<file path="src/rtl/snake_engine.sv">
// -----------------------------------------------------------------------------
// snake_engine
//
// Snake movement/collision engine on a GRID_W x GRID_H grid. The body is stored
// as a head-first list of linear positions (row*GRID_W + col). Each accepted
// step request takes two cycles:
//   - CHECK resolves the heading, builds the candidate head, and decides the
//     outcome (wall, self-collision, food).
//   - MOVE shifts the body.
// A collision parks the engine in DEAD until reset.
//
// Configuration:
//   SNAKE_WRAP_EN  - when defined, leaving the grid wraps to the opposite edge
//                    instead of killing the snake. Self-collision still kills.
//
// Ports:
//   clk        in   clock, rising edge
//   rst        in   synchronous active-high reset
//   step       in   request to advance one move
//   dir        in   requested direction: 00 left, 01 right, 10 up, 11 down
//   food_valid in   food_pos is meaningful
//   food_pos   in   food position
//   body       out  MAX_LEN segments, slice i = segment i, i=0 is the head;
//                   unused slices read all-ones
//   len        out  current segment count
//   busy       out  step in progress
//   done       out  one-cycle pulse when a step completes (move or death)
//   ate        out  one-cycle pulse with done when food was consumed
//   dead       out  sticky collision flag
// -----------------------------------------------------------------------------
module snake_engine #(
    parameter int GRID_W   = 32,
    parameter int GRID_H   = 24,
    parameter int MAX_LEN  = 16,
    parameter int POS_W    = 10,
    parameter int INIT_LEN = 5
) (
    input  logic                         clk,
    input  logic                         rst,
    input  logic                         step,
    input  logic [1:0]                   dir,
    input  logic                         food_valid,
    input  logic [POS_W-1:0]             food_pos,
    output logic [MAX_LEN*POS_W-1:0]     body,
    output logic [$clog2(MAX_LEN+1)-1:0] len,
    output logic                         busy,
    output logic                         done,
    output logic                         ate,
    output logic                         dead
);

    localparam int LEN_W = $clog2(MAX_LEN+1);

    localparam logic [POS_W-1:0] ONE_P    = POS_W'(1);
    localparam logic [POS_W-1:0] W_P      = POS_W'(GRID_W);
    localparam logic [POS_W-1:0] LAST_COL = POS_W'(GRID_W-1);
    localparam logic [POS_W-1:0] LAST_ROW = POS_W'(GRID_H-1);
    localparam logic [POS_W-1:0] COL_SPAN = POS_W'((GRID_H-1)*GRID_W);
    localparam logic [LEN_W-1:0] MAX_L    = LEN_W'(MAX_LEN);

    typedef enum logic [1:0] {
        S_IDLE,
        S_CHECK,
        S_MOVE,
        S_DEAD
    } state_t;

    typedef enum logic [1:0] {
        DIR_LEFT  = 2'b00,
        DIR_RIGHT = 2'b01,
        DIR_UP    = 2'b10,
        DIR_DOWN  = 2'b11
    } dir_t;

    state_t             state_q,   state_d;
    dir_t               heading_q, heading_d;
    dir_t               dir_q,     dir_d;
    logic               fv_q,      fv_d;
    logic [POS_W-1:0]   fp_q,      fp_d;
    logic [POS_W-1:0]   cand_q,    cand_d;
    logic               grow_q,    grow_d;
    logic [POS_W-1:0]   seg_q [MAX_LEN];
    logic [POS_W-1:0]   seg_d [MAX_LEN];
    logic [LEN_W-1:0]   len_q,     len_d;
    logic               busy_q,    busy_d;
    logic               done_q,    done_d;
    logic               ate_q,     ate_d;
    logic               dead_q,    dead_d;

    // CHECK-stage evaluation, based on latched request and current body
    dir_t               eff_dir;
    logic [POS_W-1:0]   head;
    logic [POS_W-1:0]   col;
    logic [POS_W-1:0]   row;
    logic               wall;
    logic [POS_W-1:0]   cand;
    logic               grow;
    logic               hit;
    logic               kill;

    always_comb begin
        // Left/right and up/down encodings differ only in bit 0, so an exact
        // reversal is a request that differs from the heading in bit 0 alone.
        eff_dir = ((2'(dir_q) ^ 2'(heading_q)) == 2'b01) ? heading_q : dir_q;

        head = seg_q[0];
        col  = head % W_P;
        row  = head / W_P;
        wall = 1'b0;
        cand = head;

        unique case (eff_dir)
            DIR_LEFT: begin
                wall = (col == '0);
                cand = head - ONE_P;
`ifdef SNAKE_WRAP_EN
                if (wall) cand = head + LAST_COL;
`endif
            end
            DIR_RIGHT: begin
                wall = (col == LAST_COL);
                cand = head + ONE_P;
`ifdef SNAKE_WRAP_EN
                if (wall) cand = head - LAST_COL;
`endif
            end
            DIR_UP: begin
                wall = (row == '0);
                cand = head - W_P;
`ifdef SNAKE_WRAP_EN
                if (wall) cand = head + COL_SPAN;
`endif
            end
            default: begin
                wall = (row == LAST_ROW);
                cand = head + W_P;
`ifdef SNAKE_WRAP_EN
                if (wall) cand = head - COL_SPAN;
`endif
            end
        endcase

        grow = fv_q && (cand == fp_q);

        // The tail segment vacates during the move unless the snake grows,
        // so it only counts as an obstacle when growing.
        hit = 1'b0;
        for (int unsigned i = 0; i < MAX_LEN; i++) begin
            if ((seg_q[i] == cand) &&
                ((i + 1 < 32'(len_q)) || (grow && (i + 1 == 32'(len_q)))))
                hit = 1'b1;
        end

`ifdef SNAKE_WRAP_EN
        kill = hit;
`else
        kill = hit || wall;
`endif
    end

    always_comb begin
        state_d   = state_q;
        heading_d = heading_q;
        dir_d     = dir_q;
        fv_d      = fv_q;
        fp_d      = fp_q;
        cand_d    = cand_q;
        grow_d    = grow_q;
        seg_d     = seg_q;
        len_d     = len_q;
        busy_d    = busy_q;
        done_d    = 1'b0;
        ate_d     = 1'b0;
        dead_d    = dead_q;

        unique case (state_q)
            S_IDLE: begin
                if (step) begin
                    dir_d   = dir_t'(dir);
                    fv_d    = food_valid;
                    fp_d    = food_pos;
                    busy_d  = 1'b1;
                    state_d = S_CHECK;
                end
            end

            S_CHECK: begin
                heading_d = eff_dir;
                cand_d    = cand;
                grow_d    = grow;
                if (kill) begin
                    dead_d  = 1'b1;
                    done_d  = 1'b1;
                    busy_d  = 1'b0;
                    state_d = S_DEAD;
                end else begin
                    state_d = S_MOVE;
                end
            end

            S_MOVE: begin
                if (grow_q && (len_q < MAX_L))
                    len_d = len_q + LEN_W'(1);
                seg_d[0] = cand_q;
                for (int unsigned i = 1; i < MAX_LEN; i++)
                    seg_d[i] = seg_q[i-1];
                // Shifting drags the old tail into the first unused slot;
                // blank everything past the new length.
                for (int unsigned i = 0; i < MAX_LEN; i++) begin
                    if (i >= 32'(len_d))
                        seg_d[i] = '1;
                end
                done_d = 1'b1;
                ate_d  = grow_q;
                // The completing edge is also the idle boundary, so a request
                // present here is taken to keep one step per two cycles.
                if (step) begin
                    dir_d   = dir_t'(dir);
                    fv_d    = food_valid;
                    fp_d    = food_pos;
                    busy_d  = 1'b1;
                    state_d = S_CHECK;
                end else begin
                    busy_d  = 1'b0;
                    state_d = S_IDLE;
                end
            end

            default: begin
                // DEAD: hold everything until reset
                state_d = S_DEAD;
            end
        endcase
    end

    always_ff @(posedge clk) begin
        if (rst) begin
            state_q   <= S_IDLE;
            heading_q <= DIR_RIGHT;
            dir_q     <= DIR_RIGHT;
            fv_q      <= 1'b0;
            fp_q      <= '0;
            cand_q    <= '0;
            grow_q    <= 1'b0;
            for (int unsigned i = 0; i < MAX_LEN; i++) begin
                if (i < INIT_LEN)
                    seg_q[i] <= POS_W'(INIT_LEN - 1 - i);
                else
                    seg_q[i] <= '1;
            end
            len_q     <= LEN_W'(INIT_LEN);
            busy_q    <= 1'b0;
            done_q    <= 1'b0;
            ate_q     <= 1'b0;
            dead_q    <= 1'b0;
        end else begin
            state_q   <= state_d;
            heading_q <= heading_d;
            dir_q     <= dir_d;
            fv_q      <= fv_d;
            fp_q      <= fp_d;
            cand_q    <= cand_d;
            grow_q    <= grow_d;
            seg_q     <= seg_d;
            len_q     <= len_d;
            busy_q    <= busy_d;
            done_q    <= done_d;
            ate_q     <= ate_d;
            dead_q    <= dead_d;
        end
    end

    for (genvar g = 0; g < MAX_LEN; g++) begin : g_body
        assign body[g*POS_W +: POS_W] = seg_q[g];
    end

    assign len  = len_q;
    assign busy = busy_q;
    assign done = done_q;
    assign ate  = ate_q;
    assign dead = dead_q;

endmodule

</file>
<file path="config.mk">
export PLATFORM = sky130hd
export DESIGN_NAME = snake_engine
export DESIGN_NICKNAME = d
export VERILOG_FILES = /design/src/rtl/snake_engine.sv
export SDC_FILE = /design/constraint.sdc
export NUM_CORES = 1
export LEC_CHECK = 0
export ABC_CLOCK_PERIOD_IN_PS = 5600
export CELL_PAD_IN_SITES_DETAIL_PLACEMENT = 1
export CELL_PAD_IN_SITES_GLOBAL_PLACEMENT = 2
export CORE_MARGIN = 8
export CORE_UTILIZATION = 32
export DETAILED_ROUTE_END_ITERATION = 10
export GPL_ROUTABILITY_DRIVEN = 0
export MAX_ROUTING_LAYER = met4
export PLACE_DENSITY = 0.79
export SETUP_SLACK_MARGIN = 0.4
export SKIP_LAST_GASP = 1
export SYNTH_ARGS = -nofsm -noshare
export SYNTH_HDL_FRONTEND = slang
export SYNTH_SLANG_ARGS = --single-unit
</file>
<file path="constraint.sdc">
create_clock -name clk -period 5.6 [get_ports clk]
set_input_delay 0.56 -clock clk [delete_from_list [all_inputs] [get_ports clk]]
set_output_delay 0.56 -clock clk [all_outputs]
set_load 0.02 [all_outputs]
</file>
==> flow_metrics.py <==
metrics = {
    "place": {
        "io_buffers": 184,
        "pre_cts_ws_ps": 571,
        "hpwl_um": 32900,
    },
    "route": {
        "post_drt_wl_per_cell_um": 24.3,
        "detail-route-antenna-nets": 0,
        "drcViolationCount": 0,
        "drt_pass1_iterations": 5,
        "drt_iter0_drc": 704,
        "avgViaCountPerCell": 5.55,
        "wl_um": 45300,
        "vias": 10300,
    },
    "setup_path": {
        "cp-startpoint": "heading_q[1]",
        "cpPeakStageDelay_ps": 460,
        "worst-path-max-fanout": 10,
        "crit_required_ps": 5890,
        "cp-end-kind": "flip-flop",
        "cp_common_cell": "mux2i_2",
        "start_kind": "flip-flop",
        "worstPathArrival_ps": 5220,
        "rr_startpoint": "heading_q[1]",
        "path_class": "reg2reg",
        "crit_chain": "mux2i_2 -> or2_2 -> ha_1 -> o211ai_1 -> o21ai_1 -> a31oi_2 -> mux2i_2 -> nand2_2 -> xnor2_1 -> and3_1 -> a211o_1 -> a211oi_1 -> nand4_2 -> nor3_1 -> nor4b_2",
        "slowest_stage": "mux2i_2",
    },
    "logic_synthesis": {
        "synth_edf_count": 0,
        "yosysSeqAreaShare_pct": 37.2,
        "synth_nets": 1300,
        "syn_area_um2": 10600,
        "yosys.area.top_type": "dfxtp_1",
        "yosys_warnings": 0,
        "synth_cell_types": 72,
        "ys_ff_latch": 197,
        "yosys-top-cells-area": "dfxtp_1 37%, nand2b_1 7.0%, xnor2_1 6.5%",
        "netlist_instances": 1263,
        "synth_top_area_share_pct": 37.2,
        "synth.avg_cell_area_um2": 8.39,
        "ys_async_sr_fraction_pct": 0,
        "synthFlopType": "dfxtp_1",
    },
    "sta": {
        "finalMaxSlewViolations": 0,
        "relSlewSlack_pct": 22.0,
        "tightest_slew_ps": 1170,
        "hold_viol": 0,
        "skew_ps": 13.1,
        "finalCriticalPeriod_ps": 4930,
        "period_share_pct": 87.9,
        "finalSetupViolations": 0,
        "fin_tns_setup_ps": 0,
        "max_freq_ghz": 0.203,
        "postLayoutSetupSlackWorst_ps": 675,
        "grt_setup_unrepaired": "false",
    },
    "global_routing": {
        "grt_overflow_total": 0,
        "grt_max_degree": 110,
        "grt_pass1_wl_um": 68800,
        "antenna_found_initial": 0,
        "grt_pass1_vias": 10700,
        "track_usage_pct": 23.5,
    },
    "floorplan": {
        "initial_core_util_pct": 32.6,
        "boundaryPins": 185,
        "die_y_um": 198,
        "fp.dieW_um": 198,
        "rows": 66,
        "core_um2": 32500,
        "die_area_um2": 39200,
    },
    "final_layout": {
        "register_area_um2": 3940,
        "nFillCells": 3838,
        "drive_above_1_share_pct": 6.48,
        "final_nets": 1444,
        "syn2layout_area_growth_pct": 27.8,
        "multiInputGateArea_um2": 6280,
    },
    "clocking": {
        "clkLatencyLatePin_ps": 450,
        "h-tree-depth": 4,
        "clock_sinks": 197,
        "holdBufCountCts": 0,
        "root_buffer": "clkbuf_16",
        "clkTransAtPathRegs_ps": 90,
        "clockBufferDepth": 2,
        "cts_tree": "built",
        "cts_made_buffers": 17,
    },
    "run": {
        "drv_cap": 0,
    },
    "min_path": {
        "hp-start": "fp_q[2]",
        "hp-class": "reg2reg",
    },
    "pwr": {
        "p_leak_nw": 4.76,
        "p_per_area_nw_per_um2": 516,
        "ir_drop_mv": 0.259,
    },
    "run_status": {
        "outcome": "finished clean",
    },
}
==> metal layers <==
layer / GRT usage, % / vias up / part of all wire [%]
met5: - / - / 0
met4: 7.47 / 0 / 2.3
met3: 2.89 / 56 / 5.5
met2: 37.4 / 358 / 47
met1: 30.7 / 5164 / 46
li1: - / 4768 / -
==> cell usage in the layout, fill, tap and decap left out, types with 26 or more instances in the layout <==
| cell | count |
|---|---|
| a21oi_1 | 45 |
| nand2b_1 | 119 |
| nor2_1 | 128 |
| dfxtp_1 | 197 |
| xnor2_1 | 78 |
| xor2_1 | 73 |
| nand2_1 | 54 |
| buf_4 | 26 |
| clkdlybuf4s50_1 | 183 |
| nor3_1 | 56 |
| o22ai_1 | 96 |
| or3_1 | 29 |
| o21ai_0 | 43 |
==> kinds of logic (layout without fill, tap and decap cells) <==
logic type	count (synthesis)	after routing	share of synthesized area, %
and+or+nand+nor	490	490	24.3
AOI/OAI and AO/OA	285	285	17.7
DFF	197	197	37.2
xor gates and xnor gates	153	153	12.8
buffers and inverters	103	260	3.91
adders and majority gates	21	21	2.62
muxes	14	14	1.51
other	0	1	0
==> timing repair <==
item                                    in CTS  in global routing
endpoints found under the setup margin       0                  4
endpoints found under the hold margin        0                  0
gates resized for setup                      0                  3
buffers inserted                             0                  4
==> worst max-delay path, delay by kind of cell, from the launching register on <==
kind                       cells  cell delay [ps]
and+or+nand+nor                6             1440
adders and majority gates      1              340
xor gates and xnor gates       1              250
AOI/OAI and AO/OA              5             1500
DFF                            1              430
muxes                          2              810
==> sequential cells by signal, indices dropped and copies added (netlist names) <==
signal	cells
cand_q	10
fp_q	10
state_q	2
dead	1
busy	1
fv_q	1
grow_q	1
done	1
dir_q	2
ate	1
len	5
body	150
heading_q	2
head	10
==> path summary, 6_finish.rpt <==
path | endpoint | slack [ps] | cells past startpoint
max reg2reg | busy | 670 | 15
max | busy | 670 | 15
min reg2reg | fp_q[2] | 480 | 2
min | fp_q[2] | 480 | 2
==> final cells by class <==
type | instances | area share [%]
sequential | 197 | 29.1
inverter | 18 | 0.499
timing repair buffer | 210 | 15.1
clock buffer | 18 | 3.24
tap | 442 | 4.08
antenna | 1 | 0.0185
clock inverter | 14 | 1.52
multi-input combinational | 963 | 46.4
==> report_power, final <==
group | total (mW) | leakage, nW | internal, mW | switching [mW]
clock network | 1.38 | 0.314 | 0.706 | 0.676
logic | 3.73 | 2.84 | 1.43 | 2.31
registers | 1.87 | 1.60 | 1.57 | 0.293
total | 6.98 | 4.76 | 3.70 | 3.28
==> synth_stat cells (6+ instances only) <==
cell and count:
a2111oi_0 7, a211oi_1 24, a21o_1 6, a21oi_1 45, a31oi_1 6, and3_1 13
buf_2 16, clkbuf_1 63, dfxtp_1 197, ha_1 19, inv_1 17, mux2i_1 9
nand2_1 54, nand2b_1 119, nand3_1 15, nand3b_1 13, nand4_1 19, nor2_1 129
nor2b_1 7, nor3_1 56, nor4_1 13, o2111ai_1 6, o21ai_0 43, o21ai_1 9
o22ai_1 96, or3_1 29, xnor2_1 79, xor2_1 73
==> stage by stage <==
| stage | power, mW | util, % | hold WS, ps | area [um^2] | cells |
|---|---|---|---|---|---|
| after CTS | 6.92 | 41.4 | 476 | 13500 | 1858 |
| after global routing | 7.36 | 41.6 | 503 | 13500 | 1862 |
| after floorplan | 4.19 | - | 437 | 10600 | 1263 |
| after detailed placement | 5.51 | 39.5 | 465 | 12800 | 1826 |
| final | 6.98 | 41.6 | 482 | 13500 | 1863 |
| after global placement | 5.45 | 39.5 | 463 | 12800 | 1826 |
Note: power is estimated with default switching activity, not from simulation.
